===== config.mk =====
export PLATFORM = sky130hd
export DESIGN_NAME = multicycle_ctrl
export DESIGN_NICKNAME = d
export VERILOG_FILES = /design/src/rtl/multicycle_ctrl.sv
export SDC_FILE = /design/constraint.sdc
export NUM_CORES = 1
export LEC_CHECK = 0
export BUFFER_PORTS_ARGS = -buffer_cell sky130_fd_sc_hd__buf_2
export CAP_MARGIN = 30
export CORE_MARGIN = 5
export CORE_UTILIZATION = 41
export DETAILED_ROUTE_END_ITERATION = 7
export PLACE_DENSITY = 0.83
export SLEW_MARGIN = 25
export SYNTH_ARGS = -nofsm -noshare
export SYNTH_HDL_FRONTEND = slang
export SYNTH_SLANG_ARGS = --single-unit

===== constraint.sdc =====
create_clock -name clk -period 1.7 [get_ports clk]
set_clock_uncertainty 0.2 [all_clocks]
set_input_delay 0.255 -clock clk [delete_from_list [all_inputs] [get_ports clk]]
set_output_delay 0.255 -clock clk [all_outputs]
set_load 0.01 [all_outputs]

===== src/rtl/multicycle_ctrl.sv =====
// multicycle_ctrl: FETCH/DECODE/EXEC/MEM/WB sequencer for the RV32I core with a shared memory port.
// Define MULTICYCLE_CTRL_PERF_EN to add the cycle_cnt / retired_cnt performance counters.
module multicycle_ctrl #(
  parameter int TIMEOUT_CYCLES = 255,
  parameter int CNT_W          = 8
) (
  input  logic        clk,
  input  logic        rst,
  input  logic [31:0] ir,
  input  logic        mem_ready,
  input  logic        br_taken,
  output logic        ir_we,
  output logic        pc_we,
  output logic [1:0]  pc_sel,
  output logic        mem_req,
  output logic        mem_we,
  output logic        mem_fetch,
  output logic        reg_we,
  output logic [1:0]  wb_sel,
  output logic        alu_a_pc,
  output logic        alu_b_imm,
  output logic [2:0]  imm_sel,
  output logic        trap,
  output logic [2:0]  state
`ifdef MULTICYCLE_CTRL_PERF_EN
  ,
  output logic [31:0] cycle_cnt,
  output logic [31:0] retired_cnt
`endif
);

  // state  | meaning
  // FETCH  | instruction read on the shared memory port
  // DECODE | classify opcode, register imm_sel
  // EXEC   | ALU step; branches and jumps finish here
  // MEM    | load/store access
  // WB     | register write-back and PC+4
  // TRAP   | one-cycle trap pulse, PC <- trap vector
  typedef enum logic [2:0] {
    FETCH  = 3'd0,
    DECODE = 3'd1,
    EXEC   = 3'd2,
    MEM    = 3'd3,
    WB     = 3'd4,
    TRAP   = 3'd5
  } state_t;

  localparam logic [6:0] OPC_LOAD   = 7'h03;
  localparam logic [6:0] OPC_OPIMM  = 7'h13;
  localparam logic [6:0] OPC_AUIPC  = 7'h17;
  localparam logic [6:0] OPC_STORE  = 7'h23;
  localparam logic [6:0] OPC_OP     = 7'h33;
  localparam logic [6:0] OPC_LUI    = 7'h37;
  localparam logic [6:0] OPC_BRANCH = 7'h63;
  localparam logic [6:0] OPC_JALR   = 7'h67;
  localparam logic [6:0] OPC_JAL    = 7'h6F;

  localparam bit             TO_EN    = (TIMEOUT_CYCLES > 0);
  localparam logic [CNT_W-1:0] CNT_LAST = CNT_W'(TIMEOUT_CYCLES - 1);

  state_t           state_r, state_n;
  logic [CNT_W-1:0] wait_cnt;
  logic [6:0]       opc;
  logic             is_load, is_opimm, is_op, is_store, is_branch;
  logic             is_jal, is_jalr, is_lui, is_auipc, legal;
  logic [2:0]       imm_dec;
  logic             timed_out;
  logic             ir_unused;

  assign opc       = ir[6:0];
  assign ir_unused = ^ir[31:7];
  assign is_load   = (opc == OPC_LOAD);
  assign is_opimm  = (opc == OPC_OPIMM);
  assign is_op     = (opc == OPC_OP);
  assign is_store  = (opc == OPC_STORE);
  assign is_branch = (opc == OPC_BRANCH);
  assign is_jal    = (opc == OPC_JAL);
  assign is_jalr   = (opc == OPC_JALR);
  assign is_lui    = (opc == OPC_LUI);
  assign is_auipc  = (opc == OPC_AUIPC);
  assign legal     = is_load | is_opimm | is_op | is_store | is_branch |
                     is_jal | is_jalr | is_lui | is_auipc;

  always_comb begin
    imm_dec = 3'd0;
    if (is_store)              imm_dec = 3'd1;
    else if (is_branch)        imm_dec = 3'd2;
    else if (is_jal)           imm_dec = 3'd3;
    else if (is_lui | is_auipc) imm_dec = 3'd4;
    else if (is_jalr)          imm_dec = 3'd5;
  end

  // Only meaningful while a request is outstanding; a same-cycle ready beats the timeout.
  assign timed_out = TO_EN && (wait_cnt == CNT_LAST) && !mem_ready;
  assign state     = state_r;

  always_ff @(posedge clk or posedge rst) begin
    if (rst) begin
      state_r  <= FETCH;
      imm_sel  <= 3'd0;
      wait_cnt <= '0;
    end else begin
      state_r <= state_n;
      if (state_r == DECODE && legal) imm_sel <= imm_dec;
      if (state_n != state_r && (state_n == FETCH || state_n == MEM)) wait_cnt <= '0;
      else if (mem_req && !mem_ready) wait_cnt <= wait_cnt + 1'b1;
    end
  end

  always_comb begin
    state_n   = state_r;
    ir_we     = 1'b0;
    pc_we     = 1'b0;
    pc_sel    = 2'd0;
    mem_req   = 1'b0;
    mem_we    = 1'b0;
    mem_fetch = 1'b0;
    reg_we    = 1'b0;
    wb_sel    = 2'd0;
    alu_a_pc  = 1'b0;
    alu_b_imm = 1'b0;
    trap      = 1'b0;
    case (state_r)
      FETCH: begin
        mem_req   = 1'b1;
        mem_fetch = 1'b1;
        if (mem_ready) begin
          ir_we   = 1'b1;
          state_n = DECODE;
        end else if (timed_out) begin
          state_n = TRAP;
        end
      end
      DECODE: state_n = legal ? EXEC : TRAP;
      EXEC: begin
        alu_b_imm = !(is_op || is_branch);
        alu_a_pc  = is_auipc;
        if (is_branch) begin
          pc_we   = 1'b1;
          pc_sel  = br_taken ? 2'd1 : 2'd0;
          state_n = FETCH;
        end else if (is_jal || is_jalr) begin
          reg_we  = 1'b1;
          wb_sel  = 2'd2;
          pc_we   = 1'b1;
          pc_sel  = is_jalr ? 2'd2 : 2'd1;
          state_n = FETCH;
        end else if (is_load || is_store) begin
          state_n = MEM;
        end else begin
          state_n = WB;
        end
      end
      MEM: begin
        mem_req = 1'b1;
        mem_we  = is_store;
        if (mem_ready) begin
          if (is_store) begin
            pc_we   = 1'b1;
            state_n = FETCH;
          end else begin
            state_n = WB;
          end
        end else if (timed_out) begin
          state_n = TRAP;
        end
      end
      WB: begin
        reg_we  = 1'b1;
        wb_sel  = is_load ? 2'd1 : 2'd0;
        pc_we   = 1'b1;
        state_n = FETCH;
      end
      TRAP: begin
        trap    = 1'b1;
        pc_we   = 1'b1;
        pc_sel  = 2'd3;
        state_n = FETCH;
      end
      default: state_n = FETCH;
    endcase
    // Reset kills every strobe immediately, including an in-flight memory request.
    if (rst) begin
      ir_we     = 1'b0;
      pc_we     = 1'b0;
      pc_sel    = 2'd0;
      mem_req   = 1'b0;
      mem_we    = 1'b0;
      mem_fetch = 1'b0;
      reg_we    = 1'b0;
      wb_sel    = 2'd0;
      alu_a_pc  = 1'b0;
      alu_b_imm = 1'b0;
      trap      = 1'b0;
    end
  end

`ifdef MULTICYCLE_CTRL_PERF_EN
  always_ff @(posedge clk or posedge rst) begin
    if (rst) begin
      cycle_cnt   <= 32'd0;
      retired_cnt <= 32'd0;
    end else begin
      cycle_cnt <= cycle_cnt + 32'd1;
      if (state_n == FETCH && state_r != FETCH && state_r != TRAP)
        retired_cnt <= retired_cnt + 32'd1;
    end
  end
`endif

endmodule


=== Word level (Yosys, flattened, before mapping) ===
Index checks and enable logic that the tools add are counted.
Widths: inputs -> output; s select.

* Bitwise operators: 9
* Magnitude comparators: 0
* Add/sub/neg operators: 1
* Multiply operators: 0
* Shifts and indexed selects: 0
* Multiplexer cells: 51
* Reductions and logical operators: 15
* Divide/modulo/power cells: 0
* Equality and inequality tests: 17

{| class="wikitable"
|+ Operators by type and width
! kind !! count
|-
| $mux 3 || 13
|-
| $mux 1 || 24
|-
| $eq 7x6->1 const B || 3
|-
| $eq 7x7->1 const B || 3
|-
| $mux 8 || 2
|-
| $eq 7x5->1 const B || 2
|-
| $mux 2 || 7
|-
| $pmux 3 s4 || 1
|-
| $eq 3x2->1 const B || 3
|-
| $or 1x1->1 || 9
|-
| $add 8x1->8 const B || 1
|-
| $eq 8x8->1 const B || 1
|-
| $pmux 2 s2 || 2
|-
| $eq 7x2->1 const B || 1
|-
| $eq 3x3->1 const B || 2
|-
| $logic_not 3->1 || 2
|-
| $logic_and 1x1->1 || 4
|-
| $logic_or 1x1->1 || 4
|-
| $reduce_or 2->1 || 2
|-
| $eq 3x1->1 const B || 1
|-
| $ne 3x3->1 || 1
|-
| $pmux 1 s3 || 1
|-
| $logic_not 1->1 || 2
|-
| $pmux 1 s2 || 1
|-
| $reduce_bool 2->1 || 1
|}

* Bits in registers: 14
* Bits in read-only memories: 0
* Memory bits (writable): 0
* Input port bits: 36
* Bits in latches: 0
* Memories kept: 0

=== Depth between registers and ports, before layout ===
Gate-level depths: netlist (run 1).

* Depth in word-level cells: 15
* Mapped depth: 6
* Mapped depth without buffers: 6

=== Least setup slack after synthesis (run 1) ===
No wires, ideal clock.

* Path type: input-to-output
* From: in ir[3]
* To: out pc_we
* Setup slack: -202 ps
* Stages: 5
* Data required time: 1,245 ps
* Data arrival time: 1,447 ps
* Cells stage by stage: clkbuf_2 -> and4bb_2 -> nand4_1 -> nor3_1 -> a221o_2

* Longest elaborated chain between the ends: 6
* Elaborated cells on any way between the ends: 11
* Those cells by class: eq/ne: 4; mux: 6; reduce/logical: 1

{| class="wikitable"
|+ RTL lines
! element !! RTL line !! text
|-
| start, declared || 9 || <nowiki>input logic [31:0] ir,</nowiki>
|-
| $eq 7x7->1 (on tied branches) || 77, 78 ||
|-
| $logic_or 1x1->1 || 142 || <nowiki>end else if (is_jal || is_jalr) begin</nowiki>
|-
| $mux 1 || 142 ||
|-
| $mux 1 || 138 || <nowiki>if (is_branch) begin</nowiki>
|-
| $pmux 1 s3 * || 123 || <nowiki>case (state_r)</nowiki>
|-
| $mux 1 * || 183 || <nowiki>if (rst) begin</nowiki>
|-
| end, declared || 13 || <nowiki>output logic pc_we,</nowiki>
|}

Mark *: on every way between the ends. The rest lies on a longest branch, timed or not.

=== Final worst setup path (run 1) ===
* From: reg state_r[2] (netlist: state[2])
* To: out wb_sel[0]

* Longest elaborated chain between the ends: 3
* Elaborated cells on any way between the ends: 4
* Those cells by class: eq/ne: 2; mux: 2

{| class="wikitable"
|+ RTL lines
! element !! RTL line !! text
|-
| start, declared || 61 || <nowiki>state_t state_r, state_n;</nowiki>
|-
| start signal, assigned || 103 || <nowiki>state_r <= state_n;</nowiki>
|-
| $eq 3x3->1 / $eq 3x2->1 (equally long branches) || 123 ||
|-
| $pmux 2 s2 * || 123 ||
|-
| $mux 2 * || 183 ||
|-
| end, declared || 19 || <nowiki>output logic [1:0] wb_sel,</nowiki>
|}

Marks and branches as above.

==> summary.md, run 1 <==
| Metric | Value |
|---|---|
| Boundary Pins | 55 |
| Hold path endpoint | state[0]$_DFF_PP0_ |
| Hold Crit Start | mem_ready |
| Leakage power | around 0.8 nW |
| Async set or reset register ratio after synthesis | 1.00 |
| Power Density | approximately 910 nW/µm² |
| Vias in the first global route | roughly 1400 |
| Worst Slack Setup Final | -0.361 ns |
| Total grt overflow | 0 |
| HPWL after DPL | 2.63 mm |
| GR Util All Layers | 0.204 |
| Final hold viol count | 0 |
| Antenna viol nets, final | 0 |
| CTS tree | yes |
| Share of layout cells above drive strength 1 | 0.525 |
| Fill cells | 185 |
| Hold Crit Depth | 3 |
| Syn Area/Cell | slightly above 8 µm² |
| Syn_nets | 171 |
| Max VDD drop | 0.816 mV |
| Later-pin clock latency in the skew report | roughly 0.29 ns |
| Routed vias | 1322 |
| Fin nets | around 240 |
| Pre-CTS setup slack | -0.103 ns |
| Synth top area cells | dfrtp_1 32%, nor2_1 6.5%, xnor2_1 4.8%, nor3_1 4.1%, nand2_1 3.4% |
| First-pass DRT Iterations | 4 |
| Type of origin of the critical path | flip-flop |
| WP data arrival | around 1.6 ns |
| Failing checks | negative setup slack |
| Rows | 18 |
| Critical path class | reg2out |
| Reg area | 350 µm² |
| CP top delay family | simple AND/OR/NAND/NOR gates |
| Ys flop type | dfrtp_1 |
| Initial antenna violation count | 0 |
| Reg-to-reg startpoint | state[0]$_DFF_PP0_ |
| R2r endpoint | wait_cnt[3]$_DFFE_PP0P_ |
| Post-synthesis sequential area ratio | 0.321 |
| Syn. warnings | 0 |
| Post-Syn Instances | about 130 |
| Setup TNS | -3.50 ns |
| Worst EP required | ~1.2 ns |
| Bufs and invs on worst path | 2 |
| Worst slew pin tran | 0.387 ns |
| Crit path capture type | output pin |
| Final Wtd Congestion | 0.883 |
| Total CTS buffers | 3 |
| Root Buffer | clkbuf_4 |
| Fin area | 1770 µm² |
| Relative slew margins | 0.738 |
| CP max-delay cell | or4_1 |
| Fin. max-slew vios | 0 |
| Synth-to-Final Area Change | 62.3% |
| First-pass GRT wire length | about 5.8 mm |
| Clk buf depth | 2 |
| CTS H-tree lvls | 1 |
| Full die area | between 3000 and 4000 µm² |
| Placed Instances | 220 |
| Initial DRC Count | 57 |
| # setup viols final | 18 |
| Core ar. | 2500 µm² |
| Register bit total from synthesis | 14 |
| Area of placed instances | ~1500 µm² |
| Worst Hold Class | in2reg |
| Starting density of the core | 0.436 |
| Worst Setup SP | state[2]$_DFF_PP0_ |
| Per-cell routed wire length | 16.0 µm |
| Power Total | between 1.5 and 2 mW |
| Die span in x | 61.6 µm |
| Final non-filler cell total | 230 |
| IO buf count | 29 |
| Mapped Area | between 1000 and 1500 µm² |
| Clk sinks | 14 |
| Routed Wire Length | roughly 3.7 mm |
| Crit-path cells | buf_4, nand2_2, or4_1, nor2_2, buf_2 |
| Max incr delay on CP | roughly 0.42 ns |
| Routed vias/inst | ~5.7 |
| CP max FO | 8 |
| Synth area leader | dfrtp_1 |
| Post-synth cell types | 44 |
| Final worst-path cycle share | 1.21 |
| Post-synth EDFFs | 0 |
| Synth top area share | 0.321 |
| Status | finished with violations |
| Achievable frequency | between 400 and 500 MHz |
| Die Span Y | around 60 µm |
| DRC violations left | 0 |
| Tmin final | about 2 ns |
| Clock transition at the registers of the reported paths | 0.09 ns |
| Largest net degree at the start of global routing | 15 |
| Reg2reg setup slack | -0.11 ns |
| RSZ-0062 raised after global routing | true |
| Worst R2R Path Depth | 6 |
| # Max-Cap Violations | 0 |
| Multi-input gate area | about 850 µm² |
| Diodes inserted | 0 |
stage by stage:
step | utilization | hold slack (ns)
floorplan | - | -0.122
global placement | 0.615 | 0.119
detailed placement | 0.615 | 0.135
CTS | 0.670 | 0.194
global route | 0.708 | 0.223
finish | 0.708 | 0.219
tightest hold or removal path: cells and delay by family:
kind,cells,cell delay [ns]
buffers and inverters,2,0.24
AOI/OAI and AO/OA,1,0.15
layout make-up:
cell class,count,area share
multi-input cells,108,0.482
repair buffers,69,0.266
flip-flops and latches,14,0.198
well taps,30,0.0212
clock buffers,4,0.0205
inverters,5,0.0127
registers in the layout (all words and copies together) (netlist names):
signal,cells
imm_sel,3
state,3
wait_cnt,8
synth_stat cells (2+ instances only):
master and n:
nor2_1 19, nand3_1 3, or2_2 3, a211oi_1 2, nand2b_1 3, inv_1 5
nand2_1 10, nor2b_1 3, nor4_1 4, buf_2 3, a21oi_1 5, nor4b_1 2
mux2_2 3, nand4_1 6, nor3_1 9, ha_1 2, o21ai_0 3, dfrtp_1 14
xnor2_1 6, xor2_1 4
how the worst max path moves through the flow:
| stage | end | slack, ns | cells past startpoint |
|---|---|---|---|
| 2_1_floorplan | pc_we | -0.03 | 5 |
| 3_3_place_gp | imm_sel[0]$_DFFE_PP0P_ | -0.07 | 6 |
| 3_5_place_dp | wait_cnt[1]$_DFFE_PP0P_ | -0.10 | 4 |
| 4_1_cts | pc_sel[0] | -0.37 | 4 |
| 5_1_grt | pc_sel[0] | -0.44 | 4 |
| 6_report | wb_sel[0] | -0.36 | 5 |
per-layer routing:
layer	up-vias	global-route usage	wire [µm]
li1	613	-	-
met1	645	0.227	1380
met2	55	0.369	1940
met3	9	0.0377	276
met4	0	0.0970	72
met5	-	0	0
power by group:
| part | total [mW] | switching (mW) | internal (mW) |
|---|---|---|---|
| clock network | 0.244 | 0.114 | 0.131 |
| logic | 0.938 | 0.513 | 0.426 |
| registers | 0.422 | 0.0457 | 0.376 |
layout by cell type, fill, tap and decap left out, types with 4 or more instances in the layout:
master | netlist | layout
buf_6 | 1 | 4
nand2_1 | 10 | 8
dfrtp_1 | 14 | 14
nor2_1 | 19 | 15
xnor2_1 | 6 | 6
nor4_4 | 0 | 4
nand4_1 | 6 | 6
inv_1 | 5 | 4
buf_2 | 3 | 26
buf_4 | 0 | 38
nor3_1 | 9 | 7
nor2_2 | 0 | 4
a21oi_1 | 5 | 5
logic make-up (layout without fill, tap and decap cells):
family,after synthesis,after routing,synth area share
compound gates,20,20,0.123
xor+xnor,10,10,0.0804
fa+ha+maj,2,2,0.0230
buf+inv,11,78,0.0494
flops,14,14,0.321
mux,3,3,0.0310
simple gates,73,73,0.372
what timing repair did:
action	in CTS	in global routing
setup endpoints to repair	21	27
pin swaps	4	5
endpoints found under the hold margin	14	0
cloned	0	0
gates resized for setup	15	13
hold buffers	1	0
buffers inserted	2	3
(Power assumes the default switching activity.)
==> run 2, diff against run 1 <==
PLACE_DENSITY = 0.76   (was 0.83)
==> run 2 against run 1 <==
The flow still finishes with violations (negative setup slack). Worst setup slack worse by 0.019 ns. Critical path depth increased by 1. Routed wire length grew 11%. Maximum frequency is 0.89% lower. Via count up 3.2%. Sequential cell count unchanged. Clock power decreased by 4%.
==> summary.md, run 2 (same netlist as run 1, synthesis figures left out) <==
| Metric | Value |
|---|---|
| Status | finished with violations |
| Failing checks | negative setup slack |
| GR Util All Layers | 0.189 (-0.0146) |
| Synth-to-Final Area Change | 68.0% |
| Placed Instances | 223 (+1.4%) |
| Clk buf depth | 2 (unchanged) |
| Boundary Pins | 55 (unchanged) |
| NetSw | 0.735 mW (+9.4%) |
| Relative slew margins | 0.715 (-0.0234) |
| Pre-CTS setup slack | -0.127 ns (-0.0242 ns) |
| Fin. max-slew vios | 0 (unchanged) |
| Total grt overflow | 0 (unchanged) |
| Final non-filler cell total | 233 (+1.3%) |
| Post-Route Utilization | 0.732 (+0.0245) |
| Worst EP required | 1.24 ns (about the same) |
| Most common cell after layout, fill and taps aside | buf_4 |
| Root Buffer | clkbuf_4 |
| CP max FO | 6 (-2) |
| Power Total | 1.77 mW (+11%) |
| Die Span Y | 61.6 µm (unchanged) |
| First-pass DRT Iterations | 4 (unchanged) |
| Largest net degree at the start of global routing | 15 (unchanged) |
| # Max-Cap Violations | 0 (unchanged) |
| Combinational share of power | 0.634 (+0.049) |
| Crit path capture type | output pin |
| Later-pin clock latency in the skew report | 0.28 ns (about the same) |
| Per-cell routed wire length | 17.5 µm (+9.8%) |
| Vias in the first global route | 1329 (-2.5%) |
| Tmin final | 2.08 ns (+0.0185 ns) |
| Diodes inserted | 0 (unchanged) |
| DRC violations left | 0 (unchanged) |
| Final worst-path cycle share | 1.22 (+0.0109) |
| Routed vias | 1364 (+3.2%) |
| Starting density of the core | 0.436 (unchanged) |
| Antenna viol nets, final | 0 (unchanged) |
| Leakage power | 0.830 nW (+3.6%) |
| Critical path class | reg2out |
| Achievable frequency | 481 MHz (-0.89%) |
| Final Wtd Congestion | 0.799 (-9.5%) |
| # setup viols final | 22 (+4) |
| HPWL after DPL | 2.59 mm (-1.6%) |
| Power share of the clock group | 0.132 (-0.020) |
| Fin nets | 242 (+1.3%) |
| Most frequent cells in the layout | 36 x buf_4, 28 x buf_2, 16 x nor2_1 |
| Switching power share of the total | 0.415 (-0.00425) |
| Type of origin of the critical path | flip-flop |
| Max FFs per register | 8 (unchanged) |
| Seq pwr share | 0.233 (-0.030) |
| First-pass GRT wire length | 5.53 mm (-4.7%) |
| Worst slew pin tran | 0.425 ns (+0.0375 ns) |
| Power Density | 969 nW/µm² (+6.8%) |
| Worst Slack Setup Final | -0.380 ns (-0.0185 ns) |
| Total CTS buffers | 3 (unchanged) |
| Routed Wire Length | 4.09 mm (+11%) |
| IO buf count | 29 (unchanged) |
| Core ar. | 2500 µm² (unchanged) |
| RSZ-0062 raised after global routing | true |
| Fill cells | 157 (-15%) |
| Initial antenna violation count | 0 (unchanged) |
| Worst Hold Class | in2reg |
| Initial DRC Count | 88 (+54%) |
| WP data arrival | 1.63 ns (+0.02 ns) |
| Max VDD drop | 0.799 mV (-2.0%) |
| Share of layout cells above drive strength 1 | 0.562 (+0.0366) |
| Cell Int Power | 1.04 mW (+11%) |
| Full die area | 3790 µm² (unchanged) |
| CTS tree | yes |
| Die span in x | 61.6 µm (unchanged) |
| Largest register by flop count | wait_cnt |
| Final hold viol count | 0 (unchanged) |
| Clk sinks | 14 (unchanged) |
| CTS H-tree lvls | 1 (unchanged) |
| Rows | 18 (unchanged) |
| Routed vias/inst | 5.85 (+1.8%) |
| Clock transition at the registers of the reported paths | 0.09 ns (about the same) |
[run 2: cell type report]
cell class / count / area, µm² / share of cell area
multi-input cells: 108 / 880 / 0.481
flip-flops and latches: 14 / 352 / 0.192
repair buffers: 72 / 503 / 0.275
well taps: 30 / 37.5 / 0.0205
inverters: 5 / 22.5 / 0.0123
clock buffers: 4 / 36.3 / 0.0198
[run 2: path summary, 6_finish.rpt]
path | start | endpoint | slack, ns | cells after the start
max | state[1]$_DFF_PP0_ | reg_we | -0.38 | 6
min in group asynchronous | rst | state[0]$_DFF_PP0_ | 0.39 | 4
max in group asynchronous | rst | wait_cnt[4]$_DFFE_PP0P_ | 0.72 | 4
max reg2reg | state[2]$_DFF_PP0_ | wait_cnt[5]$_DFFE_PP0P_ | -0.13 | 6
min reg2reg | imm_sel[1]$_DFFE_PP0P_ | imm_sel[1]$_DFFE_PP0P_ | 0.31 | 1
min | mem_ready | state[2]$_DFF_PP0_ | 0.20 | 4
[run 2: what timing repair did]
item,4_1_cts,5_1_grt
endpoints found under the setup margin,19,25
buffers inserted,2,3
pin swaps,3,11
hold buffers,1,0
hold endpoints to repair,14,0
gates resized for setup,11,27
[run 2: per-stage QoR]
step                      hold slack, ns  instance area, µm²  TNS, ns
after CTS                          0.168                1670    -3.63
final                              0.202                1830    -3.89
after global placement             0.120                1560   -0.460
after detailed placement           0.131                1560    -1.07
after global routing               0.213                1830    -5.39
after floorplan                   -0.122                1150  -0.0305
[run 2: power groups by stage]
| stage | combinational [mW] | clock, mW | sequential [mW] |
|---|---|---|---|
| finish | 1.13 | 0.235 | 0.414 |
| global placement | 0.750 | 0 | 0.416 |
| global route | 1.19 | 0.253 | 0.419 |
| CTS | 0.862 | 0.244 | 0.407 |
| detailed placement | 0.772 | 0 | 0.420 |
| floorplan | 0.436 | 0 | 0.438 |
[run 2: critical path, cell delays in order (launching register included)]
cell	delay, ns
dfrtp_2	0.50
buf_4	0.16
buf_4	0.13
nor2b_4	0.16
a21oi_2	0.07
nor3_2	0.15
buf_2	0.16
[run 2: routing by layer]
layer,part of all wire,track usage
met3,0.086,0.0314
met1,0.37,0.214
met4,0.020,0.0667
met5,0,0
met2,0.52,0.353
